--- src/rtl/loop_stack_pkg.sv ---
// loop_stack_pkg
// Shared definitions for the loop-bracket controller: the decoded loop
// opcode seen from the decoder and the controller state encoding.
package loop_stack_pkg;

  typedef enum logic [1:0] {
    LOOP_NOP   = 2'd0,
    LOOP_OPEN  = 2'd1,
    LOOP_CLOSE = 2'd2
  } loop_op_t;

  typedef enum logic [1:0] {
    RUN   = 2'd0,
    SKIP  = 2'd1,
    ERROR = 2'd2
  } loop_state_t;

endpackage

--- src/rtl/loop_lifo.sv ---
// loop_lifo
// DEPTH-entry LIFO of loop-start PCs. The occupancy counter doubles as the
// write pointer; the top entry sits one below it. Storage is not reset, so
// entries are meaningful only below the current count.
//
// Ports:
//   clk, reset     rising-edge clock, asynchronous active-low reset
//   clear          synchronous empty (count -> 0), wins over push/pop
//   push, pop      one operation per cycle; push ignored when full,
//                  pop ignored when empty
//   push_data      value written on push
//   top            entry at the top of the stack (undefined when empty)
//   count          current occupancy, 0..DEPTH
//   full, empty    occupancy status
module loop_lifo #(
  parameter int PC_WIDTH = 8,
  parameter int DEPTH    = 16
) (
  input  logic                     clk,
  input  logic                     reset,
  input  logic                     clear,
  input  logic                     push,
  input  logic                     pop,
  input  logic [PC_WIDTH-1:0]      push_data,
  output logic [PC_WIDTH-1:0]      top,
  output logic [$clog2(DEPTH):0]   count,
  output logic                     full,
  output logic                     empty
);

  localparam int AW = $clog2(DEPTH);
  localparam logic [AW:0] ONE = (AW+1)'(1);
  localparam logic [AW:0] MAX = (AW+1)'(DEPTH);

  logic [PC_WIDTH-1:0] mem [DEPTH];
  logic [AW-1:0]       top_idx;
  logic                do_push;
  logic                do_pop;

  assign full    = (count == MAX);
  assign empty   = (count == '0);
  assign do_push = push && !full && !clear;
  assign do_pop  = pop && !empty && !clear;

  // The read index wraps harmlessly when empty; top is don't-care then.
  assign top_idx = AW'(count - ONE);
  assign top     = mem[top_idx];

  always_ff @(posedge clk or negedge reset) begin
    if (!reset) begin
      count <= '0;
    end else if (clear) begin
      count <= '0;
    end else if (do_push) begin
      count <= count + ONE;
    end else if (do_pop) begin
      count <= count - ONE;
    end
  end

  // Storage has no reset so it maps onto plain registers or LUT RAM.
  always_ff @(posedge clk) begin
    if (do_push) begin
      mem[count[AW-1:0]] <= push_data;
    end
  end

endmodule

--- src/rtl/loop_stack.sv ---
// loop_stack
// Loop-bracket controller for the BeeF processor. Tracks nested '[' ... ']'
// loops on a hardware LIFO of loop-start PCs and skips over loops that are
// entered with a zero accumulator using a nesting counter.
//
// Ports:
//   clk, reset   rising-edge clock, asynchronous active-low reset
//   loop_op      decoded bracket opcode (NOP / OPEN / CLOSE)
//   acc_zero     accumulator is zero this cycle
//   pc_in        address following the '[' (pushed as loop start)
//   err_clear    synchronous recovery: empties stack, clears flags, -> RUN
//   jump_valid   fetch loads jump_pc at the coming edge (combinational)
//   jump_pc      loop body start (top of stack)
//   skipping     controller is skipping a zero-entry loop
//   depth        stack occupancy
//   overflow     sticky: push or skip nesting exceeded capacity
//   underflow    sticky: ']' seen with an empty stack
//   error        controller is halted in ERROR
module loop_stack
  import loop_stack_pkg::*;
#(
  parameter int PC_WIDTH   = 8,
  parameter int DEPTH      = 16,
  parameter int SKIP_WIDTH = 8
) (
  input  logic                    clk,
  input  logic                    reset,
  input  loop_op_t                loop_op,
  input  logic                    acc_zero,
  input  logic [PC_WIDTH-1:0]     pc_in,
  input  logic                    err_clear,
  output logic                    jump_valid,
  output logic [PC_WIDTH-1:0]     jump_pc,
  output logic                    skipping,
  output logic [$clog2(DEPTH):0]  depth,
  output logic                    overflow,
  output logic                    underflow,
  output logic                    error
);

  localparam logic [SKIP_WIDTH-1:0] SKIP_ONE = SKIP_WIDTH'(1);

  loop_state_t           state, state_nxt;
  logic [SKIP_WIDTH-1:0] skip_cnt, skip_cnt_nxt;
  logic                  overflow_nxt, underflow_nxt;
  logic                  push, pop, clear;
  logic                  full, empty;

  loop_lifo #(
    .PC_WIDTH (PC_WIDTH),
    .DEPTH    (DEPTH)
  ) u_lifo (
    .clk       (clk),
    .reset     (reset),
    .clear     (clear),
    .push      (push),
    .pop       (pop),
    .push_data (pc_in),
    .top       (jump_pc),
    .count     (depth),
    .full      (full),
    .empty     (empty)
  );

  assign skipping = (state == SKIP);
  assign error    = (state == ERROR);

  always_ff @(posedge clk or negedge reset) begin
    if (!reset) begin
      state     <= RUN;
      skip_cnt  <= '0;
      overflow  <= 1'b0;
      underflow <= 1'b0;
    end else begin
      state     <= state_nxt;
      skip_cnt  <= skip_cnt_nxt;
      overflow  <= overflow_nxt;
      underflow <= underflow_nxt;
    end
  end

  // err_clear takes priority and swallows the opcode of its cycle. A ']'
  // with a non-zero accumulator only redirects fetch; the stack entry stays
  // until the loop finally falls through with acc_zero.
  always_comb begin
    state_nxt     = state;
    skip_cnt_nxt  = skip_cnt;
    overflow_nxt  = overflow;
    underflow_nxt = underflow;
    push          = 1'b0;
    pop           = 1'b0;
    clear         = 1'b0;
    jump_valid    = 1'b0;

    if (err_clear) begin
      clear         = 1'b1;
      state_nxt     = RUN;
      skip_cnt_nxt  = '0;
      overflow_nxt  = 1'b0;
      underflow_nxt = 1'b0;
    end else begin
      case (state)
        RUN: begin
          case (loop_op)
            LOOP_OPEN: begin
              if (acc_zero) begin
                state_nxt    = SKIP;
                skip_cnt_nxt = SKIP_ONE;
              end else if (full) begin
                overflow_nxt = 1'b1;
                state_nxt    = ERROR;
              end else begin
                push = 1'b1;
              end
            end
            LOOP_CLOSE: begin
              if (empty) begin
                underflow_nxt = 1'b1;
                state_nxt     = ERROR;
              end else if (acc_zero) begin
                pop = 1'b1;
              end else begin
                jump_valid = 1'b1;
              end
            end
            default: ;
          endcase
        end
        SKIP: begin
          case (loop_op)
            LOOP_OPEN: begin
              if (skip_cnt == '1) begin
                overflow_nxt = 1'b1;
                state_nxt    = ERROR;
              end else begin
                skip_cnt_nxt = skip_cnt + SKIP_ONE;
              end
            end
            LOOP_CLOSE: begin
              if (skip_cnt == SKIP_ONE) begin
                state_nxt    = RUN;
                skip_cnt_nxt = '0;
              end else begin
                skip_cnt_nxt = skip_cnt - SKIP_ONE;
              end
            end
            default: ;
          endcase
        end
        ERROR: ;
        default: state_nxt = RUN;
      endcase
    end
  end

endmodule

--- config.mk ---
export PLATFORM = sky130hd
export DESIGN_NAME = loop_stack
export DESIGN_NICKNAME = d
export VERILOG_FILES = /design/src/rtl/loop_stack_pkg.sv /design/src/rtl/loop_lifo.sv /design/src/rtl/loop_stack.sv
export SDC_FILE = /design/constraint.sdc
export NUM_CORES = 1
export LEC_CHECK = 0
export CAP_MARGIN = 25
export CELL_PAD_IN_SITES_DETAIL_PLACEMENT = 1
export CELL_PAD_IN_SITES_GLOBAL_PLACEMENT = 1
export CORE_UTILIZATION = 50
export DETAILED_ROUTE_END_ITERATION = 8
export GPL_TIMING_DRIVEN = 0
export PLACE_DENSITY_LB_ADDON = 0.1
export SYNTH_ARGS = -nofsm -noshare
export SYNTH_HDL_FRONTEND = slang
export SYNTH_HIERARCHICAL = 1
export SYNTH_SLANG_ARGS = --single-unit
--- constraint.sdc ---
create_clock -name clk -period 3.8 [get_ports clk]
set_input_delay 0.76 -clock clk [delete_from_list [all_inputs] [get_ports clk]]
set_output_delay 0.76 -clock clk [all_outputs]
set_load 0.02 [all_outputs]
# --- After elaboration in Yosys (flattened, before gate mapping) ---
# Memories as Yosys holds them, arrays and structs flattened.
# Cells that the tools add are included.
word_totals:
  ff_bits: 17
  latch_bits: 0
  ram_bits: 128
  romBits: 0
  input_bits: 14
  output_inout_bits: 18
  wordCells: 97
  n_memories: 1
mem_list:
  columns: ["memory", "words", "width", "read_ports", "rd_clocked_by_memory_dff", "wr", "line_no", "text"]
  rows:
  - ["u_lifo.mem", 16, 8, 1, 0, 1, "loop_lifo.sv:35", "logic [PC_WIDTH-1:0] mem [DEPTH];"]
classes:
  addsub: 4
  mul: 0
  n_div: 0
  order_cmp: 0
  n_eq_ne: 21
  shifts: 0
  n_mux: 48
  n_bitwise: 0
  reduce_logical: 18
op_table:
  columns: ["operator", "count"]
  rows:
  - ["8-bit two-way mux", 5]
  - ["8-bit one-hot mux with 2 select lines", 2]
  - ["1-bit two-way mux", 28]
  - ["4-bit inequality test, second input constant", 4]
  - ["5-bit two-way mux", 3]
  - ["2-bit two-way mux", 6]
  - ["3-bit by 2-bit inequality test with 1-bit output, second input constant", 3]
  - ["3-bit inequality test, second input constant", 3]
  - ["8-bit by 1-bit adder with 8-bit output, second input constant", 1]
  - ["8-bit by 1-bit == test with 1-bit output, second input constant", 1]
  - ["8-bit == test, second input constant", 1]
  - ["2-bit one-hot mux with 2 select lines", 2]
  - ["8-bit by 1-bit subtractor with 8-bit output, second input constant", 1]
  - ["7-bit AND reduction", 1]
  - ["2-bit one-hot mux with 3 select lines", 1]
  - ["6-bit AND reduction", 1]
  - ["2-bit nonzero test", 3]
  - ["3-bit nonzero test", 2]
  - ["5-bit by 1-bit adder with 5-bit output, second input constant", 1]
  - ["5-bit == test, second input constant", 1]
  - ["5-bit logical NOT", 1]
  - ["5-bit by 4-bit inequality test with 1-bit output, second input constant", 1]
  - ["5-bit AND reduction", 1]
  - ["5-bit by 1-bit subtractor with 5-bit output, second input constant", 1]
  - ["10 further kinds", 17]

# --- Longest topological paths before layout ---
depth:
  word_depth: 10
  depth_mapped: 13
  depth_no_buf: 11

# --- Modules after synthesis ---
# Netlist, hierarchy kept.
by_module_without_submodules:
  columns: ["module", "n_inst", "cells_per_inst", "area_each_um2", "seq_area_each_um2"]
  rows:
  - ["loop_lifo", 1, 341, 5462.7, 3968.8]
  - ["loop_stack", 1, 133, 1156.1, 300.3]

# --- Least setup slack after synthesis ---
# No wires, ideal clock.
synth_timing:
  path_type: "register to register"
  startpoint: "register u_lifo.count[0]"
  endpoint: "memory u_lifo.mem[1][0] (enable)"
  setup_time_ns: 0.383
  arrival_time_ns: 2.919
  t_required_ns: 3.417
  path_slack_ns: 0.497
  stages_incl_launch_ff: 13
  path_buffers: 2
  period_less_slack_ns: 3.303
  path_cell_list: "dfrtp_1 -> buf_4 -> inv_1 -> ha_1 -> nand4bb_1 -> inv_1 -> nor2_1 -> and3_1 -> clkbuf_1 -> nor2b_1 -> and2_1 -> nand2_1 -> nor3_1"
synth_between:
  elab_chain_len: 10
  elab_cells_between_ends: 11
  cone_classes: "eq/ne (1); mux (7); reduce/logical (3)"
synth_lines:
  columns: ["item", "line_no", "text"]
  rows:
  - ["from (decl)", "loop_lifo.sv:26", "output logic [$clog2(DEPTH):0] count,"]
  - ["from (signal assigned)", "loop_lifo.sv:55", "count <= count + ONE;"]
  - ["from (signal assigned)", "loop_lifo.sv:57", "count <= count - ONE;"]
  - ["5-bit == test", "loop_lifo.sv:40", "assign full = (count == MAX);"]
  - ["via full", "loop_stack.sv:47", "logic full, empty;"]
  - ["1-bit two-way mux", "loop_stack.sv:109", "end else if (full) begin"]
  - ["1-bit two-way mux", "loop_stack.sv:106", "if (acc_zero) begin"]
  - ["1-bit two-way mux", "loop_stack.sv:104", "case (loop_op)"]
  - ["1-bit two-way mux", "loop_stack.sv:102", "case (state)"]
  - ["1-bit two-way mux", "loop_stack.sv:95", "if (err_clear) begin"]
  - ["via push", "loop_stack.sv:46", "logic push, pop, clear;"]
  - ["1-bit logical AND (2 in a row)", "loop_lifo.sv:42", "assign do_push = push && !full && !clear;"]
  - ["1-bit two-way mux", "loop_lifo.sv:63", "if (do_push) begin"]
  - ["1-bit two-way mux (implied by the code)", "loop_lifo.sv:64", "mem[count[AW-1:0]] <= push_data;"]
  - ["to (decl)", "loop_lifo.sv:35", null]
# The timed path passes the listed nets, and every way through them passes these cells.

# --- Worst setup path after layout ---
layout_timing:
  startpoint: "register u_lifo.count[0]"
  endpoint: "output port jump_pc[3]"
layout_between:
  elab_chain_len: 2
layout_lines:
  columns: ["item", "line_no", "text"]
  rows:
  - ["5-bit by 1-bit subtractor with 5-bit output", "loop_lifo.sv:46", "assign top_idx = AW'(count - ONE);"]
  - ["memory read 16 x 8 bit", null, null]
  - ["to (decl)", "loop_stack.sv:33", "output logic [PC_WIDTH-1:0] jump_pc,"]
# No other way between the ends.

==> results by group <==
Status
  • Status: completed

Die
  • Die Area: 0.0137 mm2
  • Die Y: 117 um
  • Core Footprint: 0.0128 mm2
  • Die outline width: 117 um
  • Io pins: 32
  • Initial core utilization: 51.8%
  • Std cell rows: 41

Clocking
  • Deepest clock path buffer count: 2
  • CTS tree: done
  • CTS Hold Bufs: 0
  • Clock H-tree levels: 4
  • CTS buffer count: 17
  • Root buf cell: clkbuf_16
  • Worst-path clk slew: 0.06 ns
  • Clock sinks: 145
  • Clock insertion delay at the later pin of the skew report: 0.42 ns

Global routing
  • Largest net degree at the start of global routing: 20
  • First-pass GRT wire length: 25800 um
  • GRT Total Usage: 26.8%
  • Grt ovf: 0
  • Vias in the first global route: 4452
  • Initial antenna violation count: 0

Logic synthesis
  • Synth Warn #: 6
  • Dominant synthesized flop cell: edfxtp_1
  • Netlist Area Pre-Place: 0.00662 mm2
  • Async set or reset register ratio after synthesis: 11.7%
  • Cells after synthesis: 474
  • #FFs+latches synth: 145
  • Synth area leader: edfxtp_1
  • Synth top area share: 58.1%
  • Unique masters post-synth: 62
  • Top cells by area, synth: edfxtp_1 58%, dfrtp_1 6.4%, mux4_2 5.4%
  • Post-synth EDFFs: 128
  • Avg Cell Area, Syn: 14.0 um2
  • Register area share after synthesis: 64.5%
  • Synthesized Nets: 498

Timing
  • Worst-Margin Slew: 0.899 ns
  • Max-Slew Margin vs Limit: 39.9%
  • RSZ-0062 raised after global routing: yes
  • Fin crit share: 99.0%
  • Setup violators final: 0
  • Post-route minimum period: 3.76 ns
  • Skew final: 0.00766 ns
  • Achievable frequency: 266 MHz
  • Worst hold slack: 0.508 ns
  • Final hold viol count: 0
  • Final Max Tran Viols: 0

Routing
  • Initial DRC Count: 346
  • DRC Markers: 0
  • Total Wirelength: 17200 um
  • Vias per cell: 6.04
  • Router iterations before antenna repair: 4
  • Via count: 4316
  • Final ANT Viol Nets: 0
  • DR WL/cell: 24.1 um

Critical path
  • CP Cell Sequence: buf_6 -> clkinvlp_4 -> ha_4 -> xor2_4 -> buf_6 -> mux2i_2 -> a221oi_2 -> a32o_1 -> dlygate4sd2_1
  • Top cell by count, worst path: buf_6
  • Slowest cell delay on critical path: 0.42 ns
  • Critical path's slowest cell: dfrtp_2
  • Worst Path Required: 3.04 ns
  • Worst EP arrival: 3.00 ns
  • Startpoint types: register
  • CP bufs+invs: 4
  • CP delay by family, top: buffers and inverters
  • Crit path kind: reg -> out
  • Worst setup EP type: output pin
  • CP Max Fanout: 10

Layout
  • Commonest non-fill, non-tap cell in the layout: edfxtp_1
  • ANT cells: 0
  • Layout Nets: 553
  • Layout cell share with drive strength beyond 1: 21.2%
  • Area grow syn2layout: 20.7%
  • Footprint of the multi-input gates: 0.00230 mm2
  • FILL cells: 1213
  • Register cell area after layout: 0.00427 mm2
  • Leading cell types in the layout, fill and taps excluded: 128 x edfxtp_1, 68 x nand2_1, 26 x nand3_1

Placement
  • Hpwl dp: 10700 um
  • IO buf count: 31
  • GPL Wtd Cong: 0.791

Hold path
  • Worst hold-check path type: reg -> reg

Power and ir drop
  • Total Power: 3740 uW
  • Leakage: 0.00297 uW
  • Peak VDD IR: 290 uV
  • Power per cell area: 468 mW/mm2

Run
  • Max-cap viol count: 0
## worst min-delay path, delay by kind of cell, from the launching register on
kind,cells,cell delay (ns)
and+or+nand+nor,1,0.08
AOI/OAI and AO/OA,1,0.05
DFF,1,0.34
## Yosys cell counts, types with 7 or more instances
master,number
edfxtp_1,128
nand2_1,68
nor2_1,29
nand3_1,26
mux2i_1,19
dfrtp_1,17
mux4_2,16
inv_1,13
a32o_1,12
buf_2,12
ha_1,10
a221oi_1,9
clkbuf_1,7
nor2b_1,7
## cell type report
type                       instances  area share, %
buffer                            26           2.29
clock buffer                      18           5.37
clock inverter                    14           2.66
inverter                          13          0.658
multi-input combinational        288           28.7
sequential                       145           53.4
tap                              172           2.69
timing repair buffer              38           4.15
## registers in the layout, indices dropped and copies added, names as in the netlist
name / count
u_lifo/count: 5
overflow: 1
state: 2
u_lifo/mem: 128
skip_cnt: 8
underflow: 1
## report_power, final
| part | leakage [uW] | total, uW | switching [uW] | internal (uW) |
|---|---|---|---|---|
| clock network | 0.000304 | 1820 | 658 | 1160 |
| registers | 0.00138 | 1750 | 7.25 | 1740 |
| logic | 0.00128 | 170 | 104 | 65.8 |
## metrics by stage
stage | cells | worst slack [ns] | setup TNS, ns | area [um2] | utilization, %
after floorplan | 474 | 0.497 | 0 | 6620 | -
after global placement | 677 | -0.626 | -24.03 | 7140 | 55.9
after detailed placement | 679 | -0.556 | -21.20 | 7150 | 56.0
after CTS | 711 | 0.00156 | 0 | 7930 | 62.0
after global routing | 714 | -0.153 | -2.95 | 7990 | 62.6
final | 714 | 0.0395 | 0 | 7990 | 62.6
## what timing repair did
action | in CTS | in global routing
endpoints found under the setup margin | 42 | 70
buffers inserted | 2 | 3
gates resized for setup | 41 | 19
pin swaps | 2 | 0
## worst paths after layout
kind / slack, ns / end / from / depth (start not counted)
min in group asynchronous: 0.85 / state[0] / reset / 1
setup / recovery: 0.04 / jump_pc[3] / u_lifo/count[0] / 9
setup reg to reg: 0.15 / u_lifo/mem[9][7] / u_lifo/count[0] / 12
hold / removal: 0.51 / underflow / underflow / 2
max in group asynchronous: 2.34 / u_lifo/count[0] / reset / 1
hold reg to reg: 0.51 / underflow / underflow / 2
## metal layers
metal  wire length (um)  global-route usage (%)  up-vias
li1                   -                       -     1923
met1               6990                    33.8     2230
met2               9120                    46.7      137
met3                707                    3.96       26
met4                358                    10.7        0
met5                  0                       0        -
## cells by family (layout without fill, tap and decap cells)
logic type | after synthesis | after routing | share of synthesized area [%]
AO/OA/AOI/OAI | 63 | 63 | 7.69
flip-flops | 145 | 145 | 64.5
buffers and inverters | 41 | 109 | 3.06
AND/OR/NAND/NOR | 169 | 169 | 12.9
adder cells (fa/ha/maj) | 10 | 10 | 1.89
XOR/XNOR | 10 | 10 | 1.44
multiplexers | 36 | 36 | 8.49
Power figures use the tool's default switching activity.
